File: config.mk
export PLATFORM = sky130hd
export DESIGN_NAME = alu_ctrl
export DESIGN_NICKNAME = d
export VERILOG_FILES = /design/src/rtl/alu_ctrl.sv
export SDC_FILE = /design/constraint.sdc
export NUM_CORES = 1
export LEC_CHECK = 0
export BUFFER_PORTS_ARGS = -buffer_cell sky130_fd_sc_hd__buf_2
export CAP_MARGIN = 20
export CORE_ASPECT_RATIO = 2
export CORE_MARGIN = 3
export CORE_UTILIZATION = 50
export CTS_CLUSTER_SIZE = 10
export DETAILED_ROUTE_END_ITERATION = 6
export PLACE_DENSITY = 0.69
export RECOVER_POWER = 100
export SKIP_CTS_REPAIR_TIMING = 1
export SYNTH_ARGS = -nofsm -noshare
export SYNTH_HDL_FRONTEND = slang
export SYNTH_SLANG_ARGS = --single-unit
File: constraint.sdc
create_clock -name clk -period 3.27 [get_ports clk]
set_clock_uncertainty 0.1 [all_clocks]
set_input_delay 0.654 -clock clk [delete_from_list [all_inputs] [get_ports clk]]
set_output_delay 0.654 -clock clk [all_outputs]
set_load 0.1 [all_outputs]
File: src/rtl/alu_ctrl.sv
// ALU sequencer: 8x16 register file, flag register and a fixed
// IDLE/DECODE/EXEC/WB pipeline wrapped around an external ALU.
module alu_ctrl (
   input  logic        clk,
   input  logic        rst_n,
   input  logic        instr_valid,
   output logic        instr_ready,
   input  logic [15:0] instr,
   input  logic        ld_en,
   input  logic [2:0]  ld_addr,
   input  logic [15:0] ld_data,
   input  logic [2:0]  rd_addr,
   output logic [15:0] rd_data,
   output logic [15:0] alu_a,
   output logic [15:0] alu_b,
   output logic [4:0]  alu_f,
   output logic        alu_cin,
   input  logic [15:0] alu_result,
   input  logic [5:0]  alu_status,
   output logic [5:0]  flags,
   output logic        busy,
   output logic        done,
   output logic        err
);

   typedef enum logic [1:0] {
      IDLE,
      DECODE,
      EXEC,
      WB
   } state_t;

   state_t      state_q;
   logic [15:0] instr_q;
   logic [15:0] regs_q [8];
   logic [5:0]  flags_q;
   logic [15:0] a_q;
   logic [15:0] b_q;
   logic [4:0]  f_q;
   logic        cin_q;
   logic [15:0] res_q;
   logic [5:0]  stat_q;
   logic        done_q;
   logic        err_q;

   logic [4:0]  op;
   logic [2:0]  rd;
   logic [2:0]  rs1;
   logic [2:0]  rs2;
   logic        use_c;
   logic        flag_we;
   logic        legal;

   assign op      = instr_q[15:11];
   assign rd      = instr_q[10:8];
   assign rs1     = instr_q[7:5];
   assign rs2     = instr_q[4:2];
   assign use_c   = instr_q[1];
   assign flag_we = instr_q[0];

   always_comb begin
      legal = 1'b0;
      casez (op)
         5'b00001,
         5'b00011,
         5'b001??,
         5'b010??,
         5'b10???: legal = 1'b1;
         default:  legal = 1'b0;
      endcase
   end

   always_ff @(posedge clk) begin
      if (!rst_n) begin
         state_q <= IDLE;
         instr_q <= '0;
         for (int i = 0; i < 8; i++) regs_q[i] <= '0;
         flags_q <= '0;
         a_q     <= '0;
         b_q     <= '0;
         f_q     <= '0;
         cin_q   <= 1'b0;
         res_q   <= '0;
         stat_q  <= '0;
         done_q  <= 1'b0;
         err_q   <= 1'b0;
      end else begin
         done_q <= 1'b0;
         err_q  <= 1'b0;
         unique case (state_q)
            IDLE: begin
               // load lands at the accept edge, so DECODE sees it
               if (ld_en) regs_q[ld_addr] <= ld_data;
               if (instr_valid) begin
                  instr_q <= instr;
                  state_q <= DECODE;
               end
            end
            DECODE: begin
               a_q     <= regs_q[rs1];
               b_q     <= regs_q[rs2];
               f_q     <= op;
               cin_q   <= use_c & flags_q[5];
               state_q <= EXEC;
            end
            EXEC: begin
               res_q   <= alu_result;
               stat_q  <= alu_status;
               done_q  <= 1'b1;
               err_q   <= ~legal;
               state_q <= WB;
            end
            WB: begin
               if (legal) begin
                  regs_q[rd] <= res_q;
                  if (flag_we) flags_q <= stat_q;
               end
               state_q <= IDLE;
            end
         endcase
      end
   end

   assign instr_ready = (state_q == IDLE);
   assign busy        = (state_q != IDLE);
   assign rd_data     = regs_q[rd_addr];
   assign alu_a       = a_q;
   assign alu_b       = b_q;
   assign alu_f       = f_q;
   assign alu_cin     = cin_q;
   assign flags       = flags_q;
   assign done        = done_q;
   assign err         = err_q;

endmodule

==> flow_metrics.tcl <==
set metrics [dict create \
    status "finished with violations" \
    violations "max-capacitance violations, max-slew violations" \
    design.core.area_mm2 0.0241 \
    grt_overflow 0 \
    drt_wl_total_um 33600 \
    drc 0 \
    initial_core_util 0.513 \
    synth_cell_type_count 36 \
    cts_buffer_depth 3 \
    cellPowerDensity_mw_per_mm2 718 \
    die-area_mm2 0.0268 \
    power.leakage_nw 4.58 \
    synthesis.area_mm2 0.0124 \
    dp_hpwl_um 24100 \
    ys_warn_count 0 \
    rr_worst_depth 5 \
    fillerInstances 2141 \
    drive_gt1_frac 0.206 \
    ff2ff_setup_slack_ns 0.34 \
    grt_pass1_vias 9644 \
    post-place-ws_ns 0.337 \
    finalPower_mw 9.87 \
    grt_antenna_before_repair 2 \
    period_share 0.923 \
    setup_viol_count_final 0 \
    use_met2 0.422 \
    clockRootBuffer "clkbuf_16" \
    cts_num_sinks 214 \
    startpoint_type "input pin" \
    crit_path_end "rd_data[10]" \
    io_pins 128 \
    numPortBuffers 127 \
    startpoint "rd_addr[0]" \
    relSlewSlack -0.190 \
    drt-wirelength-per-cell_um 20.6 \
    grt_pass1_wl_um 52600 \
    hold_class "input pin to flop" \
    ys.flop_type "edfxtp_1" \
    cts_max_level 1 \
    ys_seq_area_frac 0.450 \
    setup-tns-final_ns 0 \
    clock_latency_ns 0.52 \
    area_growth_pct 11.0 \
    slew_viol_final 75 \
    synthArstFlopShare 0 \
    end_kind "primary output" \
    ys_seq_elements 214 \
    top_usage_layer "met2" \
    hold_violations 0 \
    use_met3 0.0358 \
    tightest_slew_ns 1.78 \
    final_cell_mix "nand2_1 (180), o21ai_0 (168), nand3_1 (137)" \
    vdd_drop_max_uv 941 \
    grt_start_max_net_pins 122 \
    gp_congestion 0.875 \
    critPathMaxFanout 32 \
    crit_type "input pin to primary output" \
    die_width_um 117 \
    drt-initial-drc-count 896 \
    clkTransAtPathRegs_ns 0.06 \
    utilization 0.570 \
    max_freq_mhz 331 \
    die_h_um 228 \
    setup_ws_ns 0.251 \
    cts_buffers 25 \
    r2r_end "regs_q[3][8]$_SDFFCE_PN0P_" \
    synth_edf_count 128 \
    cap_violations 2 \
    period_minus_slack_ns 3.02 \
    syn_avg_cell_area_um2 10.0 \
    dr.pass1.iters 6 \
    track_usage 0.248 \
    fin_hold_ws_ns 0.283 \
    final_nets 1356 \
    ant_nets 0 \
    reg2reg_from "instr_q[13]$_SDFFE_PN0P_" \
    gr-usage-met1 0.312 \
    final_common_cell "nand2_1" \
    syn_nets 1305 \
    vias_per_cell 6.03 \
    vias 9857 \
    arrival_ns 2.26 \
    synthCells 1237 \
    grt_setup_unrepaired "no" \
    num_rows 80 \
    required_ns 2.52 \
    tritoncts "yes" \
]
state kept, by name (all words and copies together), names as in the netlist, 2 cells and up:
register and cells:
regs_q 128, alu_a 16, alu_b 16, instr_q 16, res_q 16, flags 6, stat_q 6, alu_f 5
state_q 2
power by group:
part / internal (mW) / leakage, nW / switching (mW)
sequential: 3.25 / 2.03 / 0.360
clock: 1.46 / 0.341 / 1.04
combinational: 0.961 / 2.22 / 2.80
worst max-delay path, stage by stage:
cell and delay [ns]:
buf_2 0.11, buf_12 0.25, mux4_2 0.54, mux2_2 0.30, clkbuf_2 0.38
per-stage QoR:
step	instance area [um2]	cells
CTS	13800	1632
global placement	13100	1589
detailed placement	13100	1589
floorplan	12400	1237
finish	13700	1634
global route	13700	1634
cell usage after synthesis (4+ instances only):
cell type  instances  area [um2]
nand3_1          137         686
a21boi_0          19         143
o22ai_1           32         200
nor2b_1           29         181
a221o_1           32         320
clkbuf_2          10        50.1
a21oi_1           33         165
mux2_2            80         901
buf_2             26         130
nand2_1          180         676
buf_4              6        45.0
mux2i_1           99         991
dfxtp_1           86        1720
o21ai_1           12        60.1
buf_6             12         135
nor2_1             9        33.8
o21ai_0          157         786
clkbuf_1          82         308
ha_1               4        50.1
mux4_2            32         721
edfxtp_1         128        3840
buf_1              7        26.3
area by class of cell:
cell class	count	area (um2)	area share
Multi-Input combinational cell	877	6110	0.445
Sequential cell	214	5570	0.405
Timing Repair Buffer	167	923	0.0672
Clock buffer	43	713	0.0519
Tap cell	328	410	0.0299
Inverter	3	11.3	0.000820
Antenna cell	2	5.00	0.000364
metal layers:
layer	share of wire	up-vias
met2	0.51	455
met4	0.030	0
met5	0	-
met1	0.39	4665
met3	0.074	83
li1	-	4654
kinds of logic (layout without fill, tap and decap cells):
kind of cell             count (synthesis)  after routing  share of synthesized area
multiplexers                           211            211                      0.211
other                                    0              2                          0
adder cells (fa/ha/maj)                  4              4                    0.00405
buffers and inverters                  146            213                     0.0570
AND/OR/NAND/NOR                        377            377                      0.143
AO/OA/AOI/OAI                          285            285                      0.135
flip-flops                             214            214                      0.450
worst min path at each step:
stage,from,endpoint,cells past startpoint
after global placement,flags[3]$_SDFFE_PN0P_,flags[3]$_SDFFE_PN0P_,2
after CTS,instr[4],instr_q[4]$_SDFFE_PN0P_,3
final,instr[7],instr_q[7]$_SDFFE_PN0P_,3
after floorplan,instr_q[0]$_SDFFE_PN0P_,instr_q[0]$_SDFFE_PN0P_,2
after global routing,instr[15],instr_q[15]$_SDFFE_PN0P_,3
after detailed placement,flags[4]$_SDFFE_PN0P_,flags[4]$_SDFFE_PN0P_,2
Note: power is estimated with default switching activity, not from simulation.
